File: config.mk
export PLATFORM = sky130hd
export DESIGN_NAME = eth_idma_req_arb
export DESIGN_NICKNAME = d
export VERILOG_FILES = /design/src/rtl/eth_idma_pkg.sv /design/src/rtl/fifo_v3.sv /design/src/rtl/eth_idma_req_arb.sv
export SDC_FILE = /design/constraint.sdc
export NUM_CORES = 1
export LEC_CHECK = 0
export ABC_CLOCK_PERIOD_IN_PS = 5300
export CAP_MARGIN = 40
export CORE_AREA = 2 2 141 143
export DETAILED_ROUTE_END_ITERATION = 16
export DIE_AREA = 0 0 143 145
export PLACE_DENSITY_LB_ADDON = 0.1
export SLEW_MARGIN = 20
export SYNTH_ARGS = -nofsm -noshare
export SYNTH_HDL_FRONTEND = slang
export SYNTH_SLANG_ARGS = --single-unit
File: constraint.sdc
create_clock -name clk_i -period 5.3 [get_ports clk_i]
set_input_delay 0.53 -clock clk_i [delete_from_list [all_inputs] [get_ports clk_i]]
set_output_delay 0.53 -clock clk_i [all_outputs]
set_load 0.02 [all_outputs]
File: src/rtl/eth_idma_pkg.sv
// Shared types for the Ethernet iDMA request arbiter.
// Request/response bundles, direction tag and arbiter states.
package eth_idma_pkg;

  typedef struct packed {
    logic [31:0] src_addr;
    logic [31:0] dst_addr;
    logic [15:0] length;
  } idma_req_t;

  typedef struct packed {
    logic        error;
    logic [3:0]  cause;
    logic [31:0] burst_addr;
  } idma_rsp_t;

  typedef enum logic {
    ETH_DIR_TX = 1'b0,
    ETH_DIR_RX = 1'b1
  } eth_dir_e;

  typedef enum logic {
    IDLE   = 1'b0,
    LOCKED = 1'b1
  } arb_state_e;

endpackage

File: src/rtl/fifo_v3.sv
// Synchronous FIFO, port-compatible with common_cells fifo_v3.
// Optional fall-through, flush, power-of-two or arbitrary depth.
module fifo_v3 #(
  parameter bit          FALL_THROUGH = 1'b0,
  parameter int unsigned DATA_WIDTH   = 32,
  parameter int unsigned DEPTH        = 8,
  parameter type         dtype        = logic [DATA_WIDTH-1:0],
  parameter int unsigned ADDR_DEPTH   =
    (DEPTH > 1) ? $clog2(DEPTH) : 1
) (
  input  logic                  clk_i,
  input  logic                  rst_ni,
  input  logic                  flush_i,
  input  logic                  testmode_i,
  output logic                  full_o,
  output logic                  empty_o,
  output logic [ADDR_DEPTH-1:0] usage_o,
  input  dtype                  data_i,
  input  logic                  push_i,
  output dtype                  data_o,
  input  logic                  pop_i
);

  localparam int unsigned FifoDepth =
    (DEPTH > 0) ? DEPTH : 1;
  localparam int unsigned CntW = ADDR_DEPTH + 1;

  dtype                  mem_q [FifoDepth];
  logic [ADDR_DEPTH-1:0] rd_q;
  logic [ADDR_DEPTH-1:0] wr_q;
  logic [CntW-1:0]       cnt_q;
  logic                  bypass;
  logic                  do_push;
  logic                  do_pop;
  logic                  tm_unused;

  assign tm_unused = testmode_i;

  assign full_o  = (cnt_q == CntW'(FifoDepth));
  assign usage_o = cnt_q[ADDR_DEPTH-1:0];
  assign bypass  = FALL_THROUGH &&
                   (cnt_q == '0) && push_i;
  assign empty_o = (cnt_q == '0) && !bypass;
  assign data_o  = bypass ? data_i : mem_q[rd_q];

  assign do_push = push_i && !full_o &&
                   !(bypass && pop_i);
  assign do_pop  = pop_i && !empty_o && !bypass;

  // Pointer, occupancy and storage update
  always_ff @(posedge clk_i or negedge rst_ni) begin
    if (!rst_ni) begin
      rd_q  <= '0;
      wr_q  <= '0;
      cnt_q <= '0;
      for (int unsigned i = 0; i < FifoDepth; i++)
        mem_q[i] <= dtype'(0);
    end else if (flush_i) begin
      rd_q  <= '0;
      wr_q  <= '0;
      cnt_q <= '0;
    end else begin
      if (do_push) begin
        mem_q[wr_q] <= data_i;
        wr_q <= (wr_q == ADDR_DEPTH'(FifoDepth - 1)) ?
                '0 : wr_q + 1'b1;
      end
      if (do_pop)
        rd_q <= (rd_q == ADDR_DEPTH'(FifoDepth - 1)) ?
                '0 : rd_q + 1'b1;
      cnt_q <= cnt_q + CntW'(do_push) - CntW'(do_pop);
    end
  end

endmodule

File: src/rtl/eth_idma_req_arb.sv
// Round-robin TX/RX arbiter onto one iDMA backend.
// In-order tag FIFO routes each response to its requester.
module eth_idma_req_arb #(
  parameter int unsigned NumOutstanding = 4,
  parameter type idma_req_t = eth_idma_pkg::idma_req_t,
  parameter type idma_rsp_t = eth_idma_pkg::idma_rsp_t
) (
  input  logic      clk_i,
  input  logic      rst_ni,
  input  idma_req_t tx_req_i,
  input  logic      tx_req_valid_i,
  output logic      tx_req_ready_o,
  output idma_rsp_t tx_rsp_o,
  output logic      tx_rsp_valid_o,
  input  logic      tx_rsp_ready_i,
  input  idma_req_t rx_req_i,
  input  logic      rx_req_valid_i,
  output logic      rx_req_ready_o,
  output idma_rsp_t rx_rsp_o,
  output logic      rx_rsp_valid_o,
  input  logic      rx_rsp_ready_i,
  output idma_req_t be_req_o,
  output logic      be_req_valid_o,
  input  logic      be_req_ready_i,
  input  idma_rsp_t be_rsp_i,
  input  logic      be_rsp_valid_i,
  output logic      be_rsp_ready_o,
  output logic      busy_o,
  output logic      err_o
);

  import eth_idma_pkg::*;

  localparam int unsigned UsageW =
    $clog2(NumOutstanding);

  arb_state_e  state_q;
  eth_dir_e    lock_dir_q;
  eth_dir_e    last_dir_q;
  eth_dir_e    grant_dir;
  eth_dir_e    head_dir;
  logic        grant_valid;
  logic        push;
  logic        pop;
  logic        full;
  logic        empty;
  logic        err_q;
  logic [UsageW-1:0] usage_unused;

  // Pick the requester that owns the backend this cycle
  always_comb begin
    grant_valid = 1'b0;
    grant_dir   = ETH_DIR_TX;
    if (state_q == LOCKED) begin
      grant_valid = 1'b1;
      grant_dir   = lock_dir_q;
    end else if (!full) begin
      unique case (1'b1)
        tx_req_valid_i && rx_req_valid_i: begin
          grant_valid = 1'b1;
          grant_dir   = (last_dir_q == ETH_DIR_TX) ?
                        ETH_DIR_RX : ETH_DIR_TX;
        end
        rx_req_valid_i && !tx_req_valid_i: begin
          grant_valid = 1'b1;
          grant_dir   = ETH_DIR_RX;
        end
        tx_req_valid_i && !rx_req_valid_i: begin
          grant_valid = 1'b1;
          grant_dir   = ETH_DIR_TX;
        end
        default: ;
      endcase
    end
  end

  assign be_req_o = (grant_dir == ETH_DIR_RX) ?
                    rx_req_i : tx_req_i;
  assign be_req_valid_o = grant_valid;
  assign tx_req_ready_o = grant_valid &&
    (grant_dir == ETH_DIR_TX) && be_req_ready_i;
  assign rx_req_ready_o = grant_valid &&
    (grant_dir == ETH_DIR_RX) && be_req_ready_i;
  assign push = grant_valid && be_req_ready_i;

  // Hold a stalled grant; rotate priority on handshake
  always_ff @(posedge clk_i or negedge rst_ni) begin
    if (!rst_ni) begin
      state_q    <= IDLE;
      lock_dir_q <= ETH_DIR_TX;
      last_dir_q <= ETH_DIR_TX;
    end else if (push) begin
      state_q    <= IDLE;
      last_dir_q <= grant_dir;
    end else if (grant_valid) begin
      state_q    <= LOCKED;
      lock_dir_q <= grant_dir;
    end
  end

  fifo_v3 #(
    .FALL_THROUGH (1'b0),
    .DEPTH        (NumOutstanding),
    .dtype        (eth_dir_e)
  ) i_tag_fifo (
    .clk_i      (clk_i),
    .rst_ni     (rst_ni),
    .flush_i    (1'b0),
    .testmode_i (1'b0),
    .full_o     (full),
    .empty_o    (empty),
    .usage_o    (usage_unused),
    .data_i     (grant_dir),
    .push_i     (push),
    .data_o     (head_dir),
    .pop_i      (pop)
  );

  assign tx_rsp_o = be_rsp_i;
  assign rx_rsp_o = be_rsp_i;

  // Steer the backend response to the oldest tag's owner
  always_comb begin
    tx_rsp_valid_o = 1'b0;
    rx_rsp_valid_o = 1'b0;
    be_rsp_ready_o = 1'b1;
    if (!empty) begin
      if (head_dir == ETH_DIR_RX) begin
        rx_rsp_valid_o = be_rsp_valid_i;
        be_rsp_ready_o = rx_rsp_ready_i;
      end else begin
        tx_rsp_valid_o = be_rsp_valid_i;
        be_rsp_ready_o = tx_rsp_ready_i;
      end
    end
  end

  assign pop = be_rsp_valid_i && be_rsp_ready_o &&
               !empty;

  // Orphan responses are dropped but flagged until reset
  always_ff @(posedge clk_i or negedge rst_ni) begin
    if (!rst_ni)
      err_q <= 1'b0;
    else if (be_rsp_valid_i && empty)
      err_q <= 1'b1;
  end

  assign err_o  = err_q;
  assign busy_o = !empty;

endmodule
# ---- After elaboration in Yosys (flattened, before gate mapping)
# Index checks and enable logic that the tools add are counted.
dict set report word_totals {
  ff_bits 15
  in_bits 205
  output_inout_bits 162
  elab_cells 71
}
dict set report op_classes {
  add_sub_neg 4
  magnitude_cmp 3
  n_eq_ne 3
  muxes 24
  bitwise_logic 4
  n_reduce_logical 22
}
# operator n
set op_table {}
lappend op_table {{$mux W80} 1}
lappend op_table {{$mux W1} 17}
lappend op_table {{$logic_and A1 B1 Y1} 14}
lappend op_table {{$ge A3 B3 Y1 const B} 2}
lappend op_table {{$not A2 Y3} 2}
lappend op_table {{$add A2 B1 Y2 const B} 2}
lappend op_table {{$bwmux W4} 1}
lappend op_table {{$eq A2 B2 Y1 const B} 2}
lappend op_table {{$logic_not A1 Y1} 4}
lappend op_table {{$mux W2} 2}
lappend op_table {{$add A3 B1 Y3} 1}
lappend op_table {{$eq A3 B3 Y1 const B} 1}
lappend op_table {{$logic_not A3 Y1} 1}
lappend op_table {{$lt A3 B1 Y1 const B} 1}
lappend op_table {{$reduce_or A3 Y1} 1}
lappend op_table {{$sub A3 B1 Y3} 1}
lappend op_table {{$bmux W1 S2} 1}
lappend op_table {{$demux W1 S2} 1}
lappend op_table {{$not A1 Y1} 2}
lappend op_table {{$pmux W1 S2} 1}
lappend op_table {{$reduce_and A2 Y1} 1}
lappend op_table {{$reduce_bool A2 Y1} 1}

# ---- Logic depth before layout (Yosys ltp)
# Gate-level depths: netlist of run 1.
dict set report depth {
  word_depth 10
  depth_mapped 11
}

# ---- Cells and area by module
# A second synthesis of run 1 with hierarchy kept.
dict set report hier_totals {
  hier_cells 247
  hier_area_um2 2438.6
}
# module instances cells_each area_each_um2
set modules_own_cells {}
lappend modules_own_cells {eth_idma_req_arb 1 188 1789.2}
lappend modules_own_cells {fifo_v3 1 59 649.4}

# ---- Worst setup path after synthesis of run 1
# OpenSTA, ideal clock, no wires.
dict set report synth_timing {
  path_type {reg2reg}
  from {register i_tag_fifo.rd_q[0]}
  to {register i_tag_fifo.cnt_q[2]}
  t_arrival_ps 2320
  path_slack_ps 2854
  stages_incl_launch_ff 11
  path_cell_list {dfrtp_1 mux4_2 mux2i_2 nor2_2 ha_1 inv_1 ha_1 inv_1 fa_1 xnor2_1 xnor2_1}
}
dict set report synth_via {
  elab_chain_cells 10
}
# element line_no
set synth_lines {}
lappend synth_lines {{start: declaration} fifo_v3.sv:29} ;# logic [ADDR_DEPTH-1:0] rd_q;
lappend synth_lines {{start signal: assignment} fifo_v3.sv:69} ;# rd_q <= (rd_q == ADDR_DEPTH'(FifoDepth - 1)) ?
lappend synth_lines {{$not A2 Y3 (implied by the code)} fifo_v3.sv:44} ;# assign data_o = bypass ? data_i : mem_q[rd_q];
lappend synth_lines {{$bmux W1 S2} fifo_v3.sv:44}
lappend synth_lines {{$mux W1 (implied by the code) (2 in a row)} fifo_v3.sv:44}
lappend synth_lines {{$mux W1} eth_idma_req_arb.sv:128} ;# if (head_dir == ETH_DIR_RX) begin
lappend synth_lines {{$mux W1} eth_idma_req_arb.sv:127} ;# if (!empty) begin
lappend synth_lines {{$logic_and A1 B1 Y1 (2 in a row)} eth_idma_req_arb.sv:138} ;# assign pop = be_rsp_valid_i && be_rsp_ready_o &&
lappend synth_lines {{$logic_and A1 B1 Y1} fifo_v3.sv:48} ;# assign do_pop = pop_i && !empty_o && !bypass;
lappend synth_lines {{net i_tag_fifo.do_pop} fifo_v3.sv:34} ;# logic do_pop;
lappend synth_lines {{$sub A3 B1 Y3} fifo_v3.sv:71} ;# cnt_q <= cnt_q + CntW'(do_push) - CntW'(do_pop);
lappend synth_lines {{end signal: assignment} fifo_v3.sv:71}
lappend synth_lines {{end: declaration} fifo_v3.sv:31} ;# logic [CntW-1:0] cnt_q;
# The timed path passes the listed nets, and every way through them passes these cells. The select of a mux whose other input is x is not followed.
# A chain may end at the register's enable or synchronous reset.

==> flow_metrics.env, run 1 <==
export IMPL_ys_types=26
export IMPL_post_dp_cell_area_sq_mm=0.00463
export IMPL_status="complete, no violations"
export IMPL_cts_buffers=3
export IMPL_wl_per_cell_um=14.9
export IMPL_routabilityCongestion=0.922
export IMPL_die_y_um=145
export IMPL_post_route_cells_drive_above_1_share=0.237
export IMPL_drtPass1Iterations=4
export IMPL_crit_path_max_fanout=70
export IMPL_seq_area_frac_synth=0.161
export IMPL_power_density_mw_per_mm2=344
export IMPL_p_leak_nw=1.75
export IMPL_dp_hpwl_mm=8.64
export IMPL_ff2ff_path_depth=10
export IMPL_antenna_cells=0
export IMPL_crit_chain="clkdlybuf4s50_1, nand2_1, nand3b_1, o21ai_4, buf_12, mux2_2, clkdlybuf4s50_1"
export IMPL_slew_viol_final=0
export IMPL_worst_pin_slew_ps=651
export IMPL_cp_num_buf_inv=3
export IMPL_final_cell_area_sq_mm=0.00472
export IMPL_place_inst=674
export IMPL_numPortBuffers=255
export IMPL_final_nets=628
export IMPL_crit_required_ps=4770
export IMPL_syn2layout_area_growth_pct=102
export IMPL_layoutNonFillerInstCount=679
export IMPL_max_freq_mhz=274
export IMPL_htreeDepth=1
export IMPL_cts_resized=0
export IMPL_drt_iter0_markers=51
export IMPL_die_area_sq_mm=0.0207
export IMPL_finalClockSkew_ps=2.20
export IMPL_synthCells=237
export IMPL_vias_per_cell=3.34
export IMPL_worst_r2r_setup_slack_ps=2690
export IMPL_root_buffer="clkbuf_16"
export IMPL_r2r_end="i_tag_fifo.cnt_q[2]$_DFF_PN0_"
export IMPL_core_area_sq_mm=0.0192
export IMPL_worstSetupEndpointType="output port"
export IMPL_cpMaxStageDelayCell="clkdlybuf4s50_1"
export IMPL_tritoncts="built"
export IMPL_grt_first_pass_wirelength_mm=14.0
export IMPL_drc_errors=0
export IMPL_netlist_area_sq_mm=0.00233
export IMPL_hp_class="input pin to async pin"
export IMPL_clock_path_buffers=2
export IMPL_fillers=2055
export IMPL_arrival_ps=3120
export IMPL_cts_sinks=15
export IMPL_ios=367
export IMPL_fin_util=0.246
export IMPL_ys_warn_count=0
export IMPL_antenna_left=0
export IMPL_clk_pin_slew_worst_paths_ps=50
export IMPL_grt_overflow=0
export IMPL_grt_usage=0.0883
export IMPL_grt_pass1_vias=2338
export IMPL_die_x_um=143
export IMPL_finalHoldViolCount=0
export IMPL_max_slew_margin=0.564
export IMPL_setup_tns_ps=0
export IMPL_cts_setup_buffers=0
export IMPL_rsz0062_at_grt="no"
export IMPL_clk_latency_ps=240
export IMPL_vias=2266
export IMPL_finalSetupViolations=0
export IMPL_irDropWorstVdd_mv=0.164
export IMPL_critPathMaxStageDelay_ps=560
export IMPL_final_min_clock_period_ps=3650
export IMPL_min_period_over_period=0.689
export IMPL_initial_core_util=0.121
export IMPL_antenna_found_initial=0
export IMPL_rows=51
export IMPL_synth_area_per_cell_sq_um=9.85
export IMPL_cap_viol_max_count=0
export IMPL_ys_ff_latch=15
export IMPL_grt_max_degree=71
export IMPL_critPathTopFamily="buffers and inverters"
export IMPL_crit_path_start_kind="input pin"
export IMPL_path_class="input pin to output port"
export IMPL_path_common_cell="clkdlybuf4s50_1"
export IMPL_holdBufCountCts=0
export IMPL_syn_nets=450
export IMPL_wl_mm=10.1
export IMPL_reg2reg_from="i_tag_fifo.rd_q[0]$_DFFE_PN0P_"
sequential cells by signal (all words and copies together) (netlist names):
| name | cells |
|---|---|
| i_tag_fifo.rd_q | 2 |
| i_tag_fifo.wr_q | 2 |
| last_dir_q | 1 |
| err_o | 1 |
| lock_dir_q | 1 |
| i_tag_fifo.cnt_q | 3 |
| i_tag_fifo.mem_q | 4 |
| state_q | 1 |
cells in the final DEF (no fill, tap or decap), drive strengths merged:
cell type      count
mux2              88
o21bai             1
mux4               1
nor2               6
clkbuf             4
nand2             11
fa                 1
nand3b             1
and2               1
dfrtp             15
or3                1
o21ai              4
mux2i              1
nor3b              1
buf                2
ha                 7
clkdlybuf4s50    255
inv                9
nor2b              1
and3               1
a211oi             1
xnor2              2
through the flow:
step / setup slack, ps / hold slack (ps) / total power, W
2_1_floorplan: 2850 / 234 / 0.00101
3_3_place_gp: 1640 / 464 / 0.00149
3_5_place_dp: 1610 / 471 / 0.00150
4_1_cts: 1620 / 488 / 0.00165
5_1_grt: 1500 / 466 / 0.00173
6_report: 1650 / 468 / 0.00162
kinds of logic after synthesis:
| logic type | count (synthesis) | share of synthesized area |
|---|---|---|
| DFF | 15 | 0.161 |
| adders and majority gates | 8 | 0.0461 |
| buffers and inverters | 93 | 0.278 |
| muxes | 90 | 0.440 |
| xor gates and xnor gates | 2 | 0.00751 |
| and+or+nand+nor | 23 | 0.0483 |
| AOI/OAI and AO/OA | 6 | 0.0188 |
final cells by class:
| cell class | instances | area (sq um) | share of cell area |
|---|---|---|---|
| clock buffer | 4 | 78.8 | 0.0167 |
| timing repair buffer | 257 | 2590 | 0.548 |
| sequential | 15 | 375 | 0.0795 |
| tap | 265 | 332 | 0.0702 |
| inverter | 9 | 33.8 | 0.00715 |
| multi-input combinational | 129 | 1320 | 0.279 |
metal layers:
metal  vias to the layer above  track usage  share of wire
met2                       150        0.168           0.52
met5                         -            0              0
met1                      1018       0.0975           0.36
met4                         0       0.0149         0.0081
met3                        11       0.0238           0.10
li1                       1087            -              -
cell usage after synthesis, drive strengths merged:
library cell	count	area [sq um]
nand2	11	41.3
nor2b	1	6.26
nor3b	1	12.5
mux2i	1	13.8
nand3b	1	7.51
a211oi	1	12.5
buf	83	612
and3	1	7.51
o21bai	1	7.51
xnor2	2	17.5
mux4	1	22.5
inv	9	33.8
or3	1	6.26
nor2	6	25.0
and2	1	6.26
mux2	88	991
ha	7	87.6
dfrtp	15	375
fa	1	20.0
clkbuf	1	3.75
o21ai	4	23.8
worst max-delay path by stage:
stage,startpoint,end,slack [ps],cells after the start
6_report,tx_req_valid_i,be_req_o[71],1650,7
5_1_grt,tx_req_valid_i,be_req_o[34],1500,7
3_3_place_gp,tx_req_valid_i,be_req_o[71],1640,7
3_5_place_dp,tx_req_valid_i,be_req_o[71],1610,7
4_1_cts,tx_req_valid_i,be_req_o[71],1620,7
2_1_floorplan,i_tag_fifo.rd_q[0]$_DFFE_PN0P_,i_tag_fifo.cnt_q[2]$_DFF_PN0_,2850,10
where the power goes:
| group | total (W) | internal [W] | switching, W |
|---|---|---|---|
| clock network | 0.000144 | 0.000102 | 0.0000428 |
| registers | 0.000211 | 0.000169 | 0.0000419 |
| logic | 0.00127 | 0.000698 | 0.000569 |
| total | 0.00162 | 0.000969 | 0.000653 |
(Power assumes the default switching activity.)
==> run 2: changes to the inputs <==
--- a/config.mk
+++ b/config.mk
@@ -5,11 +5,11 @@
 export SDC_FILE = /design/constraint.sdc
 export NUM_CORES = 1
 export LEC_CHECK = 0
-export ABC_CLOCK_PERIOD_IN_PS = 5300
+export ABC_CLOCK_PERIOD_IN_PS = 3500
 export CAP_MARGIN = 40
-export CORE_AREA = 2 2 141 143
+export CORE_AREA = 2 2 143 145
 export DETAILED_ROUTE_END_ITERATION = 16
-export DIE_AREA = 0 0 143 145
+export DIE_AREA = 0 0 145 147
 export PLACE_DENSITY_LB_ADDON = 0.1
 export SLEW_MARGIN = 20
 export SYNTH_ARGS = -nofsm -noshare
==> constraint.sdc (replaced) <==
create_clock -name clk_i -period 3.5 [get_ports clk_i]
set_input_delay 0.35 -clock clk_i [delete_from_list [all_inputs] [get_ports clk_i]]
set_output_delay 0.35 -clock clk_i [all_outputs]
set_load 0.02 [all_outputs]
==> run 2 against run 1 <==
Against the previous run:
- clock-buffer cell count shrank 1
- first-iteration DRC count shrank 31%
- clock skew grew 0.93 ps
- clock power grew 53%
- register-to-register slack lost 1800 ps
- total power grew 52%
- combinational power grew 52%
- global-route usage grew 1.1 points
- wire length grew 13%
- die area grew 2.8%
- hold slack gained 13 ps
==> flow_metrics.env, run 2 (synthesis results as in run 1) <==
export IMPL_status="complete, no violations"
export IMPL_worst_slack_ps=495
export IMPL_cts_buffers=3
export IMPL_antenna_cells=0
export IMPL_root_buffer="clkbuf_16"
export IMPL_htreeDepth=1
export IMPL_drc_errors=0
export IMPL_finalSetupViolations=0
export IMPL_grt_first_pass_wirelength_mm=16.4
export IMPL_arrival_ps=2660
export IMPL_slew_viol_final=0
export IMPL_power_density_mw_per_mm2=523
export IMPL_cts_setup_buffers=0
export IMPL_finalHoldViolCount=0
export IMPL_regMostFlops="i_tag_fifo.mem_q"
export IMPL_drt_iter0_markers=35
export IMPL_power_switching_w=0.00100
export IMPL_clk_latency_ps=240
export IMPL_largest_registers="i_tag_fifo.mem_q: 4 flops, i_tag_fifo.cnt_q: 3 flops"
export IMPL_hp_class="register to register"
export IMPL_vias=2295
export IMPL_cts_resized=0
export IMPL_antenna_left=0
export IMPL_grt_usage=0.0996
export IMPL_die_area_sq_mm=0.0213
export IMPL_antenna_found_initial=0
export IMPL_min_period_over_period=0.859
export IMPL_rows=52
export IMPL_hold_slack_ps=482
export IMPL_p_leak_nw=1.75
export IMPL_max_slew_margin=0.513
export IMPL_clk_pin_slew_worst_paths_ps=50
export IMPL_wl_per_cell_um=16.8
export IMPL_wl_mm=11.5
export IMPL_finalClockSkew_ps=3.13
export IMPL_dp_hpwl_mm=10.1
export IMPL_max_freq_mhz=333
export IMPL_final_min_clock_period_ps=3010
export IMPL_grt_overflow=0
export IMPL_crit_path_max_fanout=42
export IMPL_grt_max_degree=47
export IMPL_post_route_cells_drive_above_1_share=0.239
export IMPL_path_class="register to output port"
export IMPL_p_int_w=0.00147
export IMPL_ios=367
export IMPL_core_area_sq_mm=0.0198
export IMPL_drtPass1Iterations=4
export IMPL_die_x_um=145
export IMPL_final_nets=628
export IMPL_power_frac_comb=0.781
export IMPL_setup_tns_ps=0
export IMPL_numPortBuffers=255
export IMPL_layout_common_cells="clkdlybuf4s50_1 (255), mux2_2 (86), dfrtp_1 (15), nand2_1 (11), inv_1 (9)"
export IMPL_rsz0062_at_grt="no"
export IMPL_netSwitchingFraction=0.405
export IMPL_holdBufCountCts=0
export IMPL_pwr_share_clk=0.089
export IMPL_p_seq_frac=0.129
export IMPL_worstSetupEndpointType="output port"
export IMPL_routabilityCongestion=0.773
export IMPL_clock_path_buffers=2
export IMPL_cts_sinks=15
export IMPL_largest_reg_flops=4
export IMPL_vias_per_cell=3.36
export IMPL_tritoncts="built"
export IMPL_worst_pin_slew_ps=728
export IMPL_initial_core_util=0.118
export IMPL_layout_commonest_cell="clkdlybuf4s50_1"
export IMPL_syn2layout_area_growth_pct=102
export IMPL_fillers=2135
export IMPL_die_y_um=147
export IMPL_grt_pass1_vias=2415
export IMPL_irDropWorstVdd_mv=0.372
export IMPL_cap_viol_max_count=0
export IMPL_crit_path_start_kind="register"
export IMPL_pre_cts_ws_ps=532
export IMPL_crit_required_ps=3150
## run 2: worst max-delay path: stages (launching register included)
cell and delay (ps):
dfrtp_1 390, nor3b_2 190, nand3b_1 200, o21ai_4 180
buf_4 460, mux2_2 390, clkdlybuf4s50_1 560
## run 2: final timing paths
kind	to	depth (start not counted)	slack, ps	from
max	be_req_o[70]	6	490	i_tag_fifo.cnt_q[2]$_DFF_PN0_
max in group asynchronous	i_tag_fifo.rd_q[1]$_DFFE_PN0P_	1	2500	rst_ni
max reg2reg	i_tag_fifo.cnt_q[2]$_DFF_PN0_	10	870	i_tag_fifo.rd_q[0]$_DFFE_PN0P_
min in group asynchronous	err_o$_DFFE_PN0P_	1	540	rst_ni
min	err_o$_DFFE_PN0P_	1	480	err_o$_DFFE_PN0P_
min reg2reg	err_o$_DFFE_PN0P_	1	480	err_o$_DFFE_PN0P_
## run 2: area by class of cell
cell class / count / area (sq um) / share of cell area
Timing Repair Buffer: 257 / 2580 / 0.546
Multi-Input combinational cell: 129 / 1320 / 0.279
Sequential cell: 15 / 375 / 0.0795
Tap cell: 270 / 338 / 0.0715
Clock buffer: 3 / 75.1 / 0.0159
Inverter: 9 / 33.8 / 0.00715
Clock inverter: 1 / 5.00 / 0.00106
## run 2: through the flow
step                      utilization  power (W)  cells  area [sq um]
after floorplan                     -    0.00153    237          2330
after global placement          0.234    0.00228    680          4640
after detailed placement        0.234    0.00228    680          4640
after CTS                       0.238    0.00252    684          4720
after global routing            0.238    0.00263    684          4720
final                           0.238    0.00247    684          4720
## run 2: routing by layer
metal,track usage,part of all wire
met3,0.0314,0.081
met4,0.0163,0.010
met5,0.00455,0
met1,0.113,0.38
met2,0.186,0.53
## run 2: power groups by stage
stage / clock, W / sequential (W) / combinational (W)
after floorplan: 0 / 0.000311 / 0.00122
after global placement: 0 / 0.000325 / 0.00195
after detailed placement: 0 / 0.000324 / 0.00195
after CTS: 0.000230 / 0.000322 / 0.00197
after global routing: 0.000235 / 0.000334 / 0.00206
final: 0.000221 / 0.000320 / 0.00193
==> variant, RTL diff (settings of run 2) <==
`FALL_THROUGH` is set to 1'b0 in 2 places; all go to 1'b1.
--- a/src/rtl/fifo_v3.sv
+++ b/src/rtl/fifo_v3.sv
@@ -2,5 +2,5 @@
 // Optional fall-through, flush, power-of-two or arbitrary depth.
 module fifo_v3 #(
-  parameter bit          FALL_THROUGH = 1'b0,
+  parameter bit          FALL_THROUGH = 1'b1,
   parameter int unsigned DATA_WIDTH   = 32,
   parameter int unsigned DEPTH        = 8,
--- a/src/rtl/eth_idma_req_arb.sv
+++ b/src/rtl/eth_idma_req_arb.sv
@@ -100,5 +100,5 @@
 
   fifo_v3 #(
-    .FALL_THROUGH (1'b0),
+    .FALL_THROUGH (1'b1),
     .DEPTH        (NumOutstanding),
     .dtype        (eth_dir_e)
Behaviour: not the same (Yosys sat finds a counterexample within 4 cycles, from zero or initial values and one cycle with rst_ni low).
==> variant against run 2 <==
Power up 19%; utilization up 0.88 points; worst hold slack better by 4.1 ps; cell area up 3.7%; setup slack worse by 170 ps; area after synthesis up 6.3%; routed wire length up 17%; global-route usage up 2.2 points; clock skew down 1.4 ps; sequential cell count unchanged; critical endpoint is now be_req_o[6].
==> variant: results (changes against run 2) <==
Arrival time of data at the critical path endpoint: 2820 ps (+160 ps). The largest stage delay on the critical path was 650 ps (+90 ps). The tools report the post-route clock skew as 1.72 ps (-1.41 ps). The average cell area after synthesis is 5.99 µm² (-39%), and the count of placed standard cells including taps is 854 (+26%). The logs give 38 (+46%) for the count of distinct cell types in the synthesized netlist and 580 ps (-290 ps) for the internal reg-to-reg setup slack.

The number of nets in the finished design was 802 (+28%); the fraction of layout instances using a drive strength above 1 was 4.93% (-19 points). The logs give 44 (-6.4%) for the pin count of the biggest net entering global routing and 3,069 (+34%) for the total via count in the routed design. The proportion of synthesized chip area in sequential cells is 15.1% (-0.96 points), and the post-synthesis compound-gate area fraction is 5.09% (+3.2 points). The number of global-route vias before repair came out at 3,229 (+34%).

The flow ran to the end, and the final reports show no timing, DRC or antenna violations. By area the synthesized netlist is led by nand2_1 37%, buf_4 23%, dfrtp_1 15%. The fill cell instance count of the final layout is 2,228 (+4.4%), and the worst IR drop on VDD is 0.000179 V (-52%).

The logs give 12.2% (+2.2 points) for the total global routing track utilization and 627 (+39%) for the net count of the mapped netlist. The maximum fanout count along the critical path was 43 (+2.4%). The run gives 0.00156 W (+6.1%) as the internal power contribution. After synthesis, the most frequently instantiated cells are 245 x nand2_1, 75 x buf_4, 15 x dfrtp_1. The number of DRC violations after detailed-routing iteration 0 is 85 (+140%), and the global-route wire length before repair is 20,100 µm (+22%). The leakage power was 2.22 nW (+27%); the routability-driven placement congestion ratio was 0.842 (+8.9%). The hold slack was 486 ps (+4.09 ps). The xor and xnor fraction of the mapped netlist area was 0.706% (-0.045 points); the half-perimeter wire length of the detailed placement result was 11,600 µm (+15%). The placement-stage cell area was 4820 µm² (+3.8%); the slew of the pin with the lowest slew margin was 707 ps (-20.6 ps).

The critical path ends at be_req_o[6].
variant: metal layers:
| metal | track usage (%) | share of wire (%) | vias up |
|---|---|---|---|
| li1 | - | - | 1547 |
| met1 | 12.4 | 34 | 1312 |
| met2 | 21.4 | 50 | 195 |
| met3 | 7.80 | 15 | 15 |
| met4 | 2.08 | 1.4 | 0 |
| met5 | 0 | 0 | - |
variant: area by class of cell:
| class | instances | area [µm²] | area share [%] |
|---|---|---|---|
| Timing Repair Buffer | 264 | 2630 | 53.7 |
| Multi-Input combinational cell | 297 | 1440 | 29.5 |
| Sequential cell | 15 | 375 | 7.66 |
| Tap cell | 270 | 338 | 6.90 |
| Clock buffer | 3 | 75.1 | 1.53 |
| Inverter | 8 | 30.0 | 0.613 |
| Clock inverter | 1 | 5.00 | 0.102 |
variant: per-stage QoR:
stage / setup WS [ps] / power, W
finish: 327 / 0.00294
global placement: 531 / 0.00278
detailed placement: 521 / 0.00278
CTS: 255 / 0.00302
floorplan: 891 / 0.00173
global route: 112 / 0.00321
